`src/rtl/port_if_pkg.sv`:
```
// Shared encodings for the 8255-style write path: register addresses,
// control-word bit positions, FSM states and the captured write request.
package port_if_pkg;

  localparam logic [1:0] ADDR_PA = 2'd0;
  localparam logic [1:0] ADDR_PB = 2'd1;
  localparam logic [1:0] ADDR_PC = 2'd2;
  localparam logic [1:0] ADDR_CW = 2'd3;

  localparam int CW_MODESET = 7;
  localparam int CW_PA_IN   = 4;
  localparam int CW_PCH_IN  = 3;
  localparam int CW_PB_IN   = 1;
  localparam int CW_PCL_IN  = 0;

  typedef enum logic [1:0] {
    IDLE    = 2'd0,
    CAPTURE = 2'd1,
    DRAIN   = 2'd2
  } state_e;

  typedef struct packed {
    logic [1:0] addr;
    logic [7:0] data;
  } wr_req_t;

endpackage

```
`src/rtl/port_write_demux_sync_bit.sv`:
```
// Multi-flop synchronizer for one asynchronous bus strobe; presets to 1
// so an idle (high) active-low strobe is seen during and after reset.
module sync_bit #(
  parameter int STAGES = 2
) (
  input  logic clk,
  input  logic reset,
  input  logic d,
  output logic q
);

  logic [STAGES-1:0] sync_q, sync_d;

  always_comb sync_d = {sync_q[STAGES-2:0], d};

  always_ff @(posedge clk or negedge reset) begin
    if (!reset) sync_q <= '1;
    else        sync_q <= sync_d;
  end

  assign q = sync_q[STAGES-1];

endmodule

```
`src/rtl/port_write_demux.sv`:
```
// CPU write path of the parallel interface: synchronizes cs_n/wr_n, captures
// the bus write and commits it to port A/B/C or the control word on wr_n rise.
module port_write_demux
  import port_if_pkg::*;
#(
  parameter int          SYNC_STAGES = 2,
  parameter logic [7:0]  CW_RESET    = 8'h9B
) (
  input  logic       clk,
  input  logic       reset,
  input  logic       cs_n,
  input  logic       wr_n,
  input  logic [1:0] addr,
  input  logic [7:0] din,
  output logic [7:0] pa_out,
  output logic [7:0] pb_out,
  output logic [7:0] pc_out,
  output logic [7:0] ctrl_word,
  output logic       pa_oe,
  output logic       pb_oe,
  output logic       pc_hi_oe,
  output logic       pc_lo_oe,
  output logic [3:0] wr_strobe,
  output logic       busy
);

  logic cs_s, wr_s;

  sync_bit #(.STAGES(SYNC_STAGES)) u_sync_cs (.clk(clk), .reset(reset), .d(cs_n), .q(cs_s));
  sync_bit #(.STAGES(SYNC_STAGES)) u_sync_wr (.clk(clk), .reset(reset), .d(wr_n), .q(wr_s));

  state_e     state_q, state_d;
  wr_req_t    hold_q, hold_d;
  logic [7:0] pa_q, pa_d, pb_q, pb_d, pc_q, pc_d, cw_q, cw_d;
  logic [3:0] strobe_q, strobe_d;

  always_comb begin
    state_d  = state_q;
    hold_d   = hold_q;
    pa_d     = pa_q;
    pb_d     = pb_q;
    pc_d     = pc_q;
    cw_d     = cw_q;
    strobe_d = '0;
    case (state_q)
      IDLE: begin
        if (!cs_s && !wr_s) begin
          state_d = CAPTURE;
          hold_d  = '{addr: addr, data: din};
        end
      end
      CAPTURE: begin
        hold_d = '{addr: addr, data: din};
        // A rising wr_s wins over a simultaneous cs_s rise: the write commits.
        if (wr_s) begin
          state_d = IDLE;
          case (hold_q.addr)
            ADDR_PA: begin pa_d = hold_q.data; strobe_d[0] = 1'b1; end
            ADDR_PB: begin pb_d = hold_q.data; strobe_d[1] = 1'b1; end
            ADDR_PC: begin pc_d = hold_q.data; strobe_d[2] = 1'b1; end
            ADDR_CW: begin
              if (hold_q.data[CW_MODESET]) begin
                cw_d        = hold_q.data;
                pa_d        = '0;
                pb_d        = '0;
                pc_d        = '0;
                strobe_d[3] = 1'b1;
              end else begin
                // Bit set/reset only touches one port C bit.
                pc_d[hold_q.data[3:1]] = hold_q.data[0];
                strobe_d[2]            = 1'b1;
              end
            end
          endcase
        end else if (cs_s) begin
          state_d = DRAIN;
        end
      end
      DRAIN: begin
        if (wr_s) state_d = IDLE;
      end
      default: state_d = IDLE;
    endcase
  end

  always_ff @(posedge clk or negedge reset) begin
    if (!reset) begin
      state_q  <= IDLE;
      hold_q   <= '0;
      pa_q     <= '0;
      pb_q     <= '0;
      pc_q     <= '0;
      cw_q     <= CW_RESET;
      strobe_q <= '0;
    end else begin
      state_q  <= state_d;
      hold_q   <= hold_d;
      pa_q     <= pa_d;
      pb_q     <= pb_d;
      pc_q     <= pc_d;
      cw_q     <= cw_d;
      strobe_q <= strobe_d;
    end
  end

  assign pa_out    = pa_q;
  assign pb_out    = pb_q;
  assign pc_out    = pc_q;
  assign ctrl_word = cw_q;
  assign pa_oe     = ~cw_q[CW_PA_IN];
  assign pb_oe     = ~cw_q[CW_PB_IN];
  assign pc_hi_oe  = ~cw_q[CW_PCH_IN];
  assign pc_lo_oe  = ~cw_q[CW_PCL_IN];
  assign wr_strobe = strobe_q;
  assign busy      = (state_q != IDLE);

endmodule

```
`config.mk`:
```
export PLATFORM = sky130hd
export DESIGN_NAME = port_write_demux
export DESIGN_NICKNAME = d
export VERILOG_FILES = /design/src/rtl/port_if_pkg.sv /design/src/rtl/port_write_demux_sync_bit.sv /design/src/rtl/port_write_demux.sv
export SDC_FILE = /design/constraint.sdc
export NUM_CORES = 1
export LEC_CHECK = 0
export ABC_AREA = 1
export CAP_MARGIN = 40
export CORE_UTILIZATION = 40
export DETAILED_ROUTE_END_ITERATION = 12
export PLACE_DENSITY_LB_ADDON = 0.25
export SYNTH_ARGS = -nofsm -noshare
export SYNTH_HDL_FRONTEND = slang
export SYNTH_SLANG_ARGS = --single-unit
```
`constraint.sdc`:
```
create_clock -name clk -period 1.8 [get_ports clk]
set_input_delay 0.27 -clock clk [delete_from_list [all_inputs] [get_ports clk]]
set_output_delay 0.27 -clock clk [all_outputs]
set_load 0.02 [all_outputs]
```
==> results of run 1 <==
-- registers in the layout (all words and copies together), names as in the netlist --
signal,count
state_q,2
pa_out,8
ctrl_word,7
u_sync_wr.sync_q,2
u_sync_cs.sync_q,2
pb_out,8
hold_q,10
wr_strobe,4
pc_out,8
-- cell type report --
class,count,area (µm²)
clock buffers,6,72.6
clock inverters,1,30.0
fillers,495,2310
inverters,28,105
multi-input cells,167,779
flip-flops and latches,51,1290
well taps,70,87.6
repair buffers,56,563
-- cells in the mapped netlist --
cell type    n
a211oi_1     1
a21oi_1      6
buf_2        1
buf_4        5
buf_6        1
conb_1       1
dfrtp_1     43
dfstp_2      8
inv_1       21
inv_2        7
nand2_1    101
nand2_2      2
nand2_4      1
nand3_1     16
nand4_1      1
nand4_2      1
nor2_1       2
nor2_2       2
nor2_4       1
nor3_1       1
nor3_2       1
o21ai_0      3
o21ai_1     16
o21ai_2      3
o21ai_4      1
o21bai_1     7
-- repair_timing --
action                                 CTS  global route
resized for setup                        0             0
hold buffers                             1             0
endpoints found under the hold margin   18             0
-- routing by layer --
layer	track usage, %	vias to the layer above	share of wire (%)
met5	0	-	0
met2	28.3	54	47
met1	25.1	859	46
met3	3.59	6	5.5
met4	6.54	0	1.2
li1	-	905	-
-- through the flow --
stage	util, %	hold WS (ps)	area [µm²]
after floorplan	-	-25.6	2220
after global placement	53.7	279	2810
after detailed placement	53.7	280	2810
after CTS	55.8	359	2920
after global routing	55.8	363	2920
final	55.8	358	2920
-- path summary, 6_finish.rpt --
path	to	from	cells past startpoint	slack [ps]
max	busy	state_q[0]	3	70
min reg2reg	u_sync_cs.sync_q[1]	u_sync_cs.sync_q[0]	0	360
min in group asynchronous	wr_strobe[3]	reset	2	490
min	u_sync_cs.sync_q[1]	u_sync_cs.sync_q[0]	0	360
max reg2reg	ctrl_word[1]	hold_q[9]	4	240
max in group asynchronous	u_sync_wr.sync_q[0]	reset	3	690
-- power by group --
part	switching [µW]	internal (µW)
logic	725	621
clock network	349	407
registers	204	1430
-- worst register-to-register path: stages (launching register included) --
cell     delay (ps)
dfrtp_1         600
nand4_2         290
nor2_2          410
nand2_1         100
o21ai_1          90
-- cells by family (layout without fill, tap and decap cells) --
logic type	Yosys count	after routing	synth area share, %
AND/OR/NAND/NOR	129	129	24.6
flip-flops	51	51	57.8
AO/OA/AOI/OAI	37	37	10.2
buffers and inverters	35	91	7.14
other	1	1	0.169
==> metrics.yaml, run 1 <==
status:
  status: "finished, final reports clean"
pwr:
  cellLeakagePower_uw: 0.00143
  power_uw: 3740
  peakVddDrop_uv: 535
  powerDensity_nw_per_um2: 1280
clocking:
  cts_sinks: 51
  clk_pin_slew_ps: 80
  cts_tree: "built"
  cts_buffers: 5
  clock_path_buffers: 2
  cts_max_level: 2
  cts_setup_buffers: 0
  clock_latency_ps: 300
  cts_root_buf: "clkbuf_8"
die:
  ioPinCount: 55
  core_region_area_um2: 5240
  num_rows: 26
  die_w_um: 76.6
  die-area_um2: 5860
  die_h_um: 76.6
  start_util_pct: 42.5
timing:
  setup_viol: 0
  worst_slew_pin_slew_ps: 541
  setup_tns_ps: 0
  clock.fmax_mhz: 580
  rsz0062_at_grt: "no"
  skew_ps: 6.29
  fin_crit_ps: 1730
  setup_ws_ps: 74.5
  finalMaxSlewViolations: 0
  slew_headroom_pct: 63.9
  period_share_pct: 95.9
  final_hold_viol_count: 0
global_route:
  grt_pass1_vias: 1753
  grt_max_degree: 24
  antenna_found_initial: 0
  grtUsageTotal_pct: 18.1
  grt_pass1_wl_um: 8270
  globalRouteOverflowTotal: 0
critical_path:
  critPathBufInv: 2
  crit_family: "buffers and inverters"
  required_ps: 1530
  cp-end-kind: "primary output"
  crit_fanout: 5
  critPathMaxStageDelay_ps: 590
  start_kind: "register"
  arrival_ps: 1460
  path_class: "register to primary output"
  crit_chain: "nor2_1 -> inv_1 -> clkdlybuf4s50_1"
  slowest_stage: "clkdlybuf4s50_1"
yosys:
  synth_seq_area_share_pct: 57.8
  ys_ff_latch: 51
  synth.avg_cell_area_um2: 8.79
  ys_warn_count: 0
  synth_area_um2: 2220
  synth_area_leader_cell: "dfrtp_1"
  syn_nets: 267
  netlist_top_cells_area: "dfrtp_1 48%, nand2_1 17%, dfstp_2 9.4%, nand3_1 3.6%, o21ai_1 3.6%"
  yosysUniqueCellTypes: 26
  yosysTopAreaCellShare_pct: 48.4
  syn-instance-count: 253
detailed_routing:
  ant_nets: 0
  first_pass_iters: 4
  drtIter0Drc: 97
  viasPerCell: 4.81
  route.detailed.drc: 0
  wirelength_um: 4840
  wl_per_cell_um: 12.8
  vias: 1824
layout:
  num_antenna_cells: 0
  final_common_cell: "nand2_1"
  most-common-layout-cells: "101 x nand2_1, 52 x clkdlybuf4s50_1, 43 x dfrtp_1"
  finalNetCount: 323
  syn_to_final_growth_pct: 31.4
  drive_gt1_share_pct: 11.7
  final_cells: 379
placed_design:
  port_buffers: 53
  dp_hpwl_um: 3590
  dp.cells: 371
  gp_congestion: 0.813
  place_ws_ps: 285
flow_run:
  drv_cap: 0
worst_hold_path:
  hold_path_class: "register to register"
Note: power is estimated with default switching activity, not from simulation.
==> inputs of run 2 (changes only) <==
--- a/config.mk
+++ b/config.mk
@@ -8,6 +8,7 @@
 export ABC_AREA = 1
 export CAP_MARGIN = 40
 export CORE_UTILIZATION = 40
+export CTS_CLUSTER_DIAMETER = 80
 export DETAILED_ROUTE_END_ITERATION = 12
 export PLACE_DENSITY_LB_ADDON = 0.25
 export SYNTH_ARGS = -nofsm -noshare
==> results of run 2 <==
Final layout, timing and power as in run 1 (identical DEF).
==> inputs of run 3 (changes only) <==
--- a/config.mk
+++ b/config.mk
@@ -11,6 +11,7 @@
 export CTS_CLUSTER_DIAMETER = 80
 export DETAILED_ROUTE_END_ITERATION = 12
 export PLACE_DENSITY_LB_ADDON = 0.25
+export SKIP_LAST_GASP = 1
 export SYNTH_ARGS = -nofsm -noshare
 export SYNTH_HDL_FRONTEND = slang
 export SYNTH_SLANG_ARGS = --single-unit
==> results of run 3 <==
Final layout, timing and power as in run 1 (identical DEF).
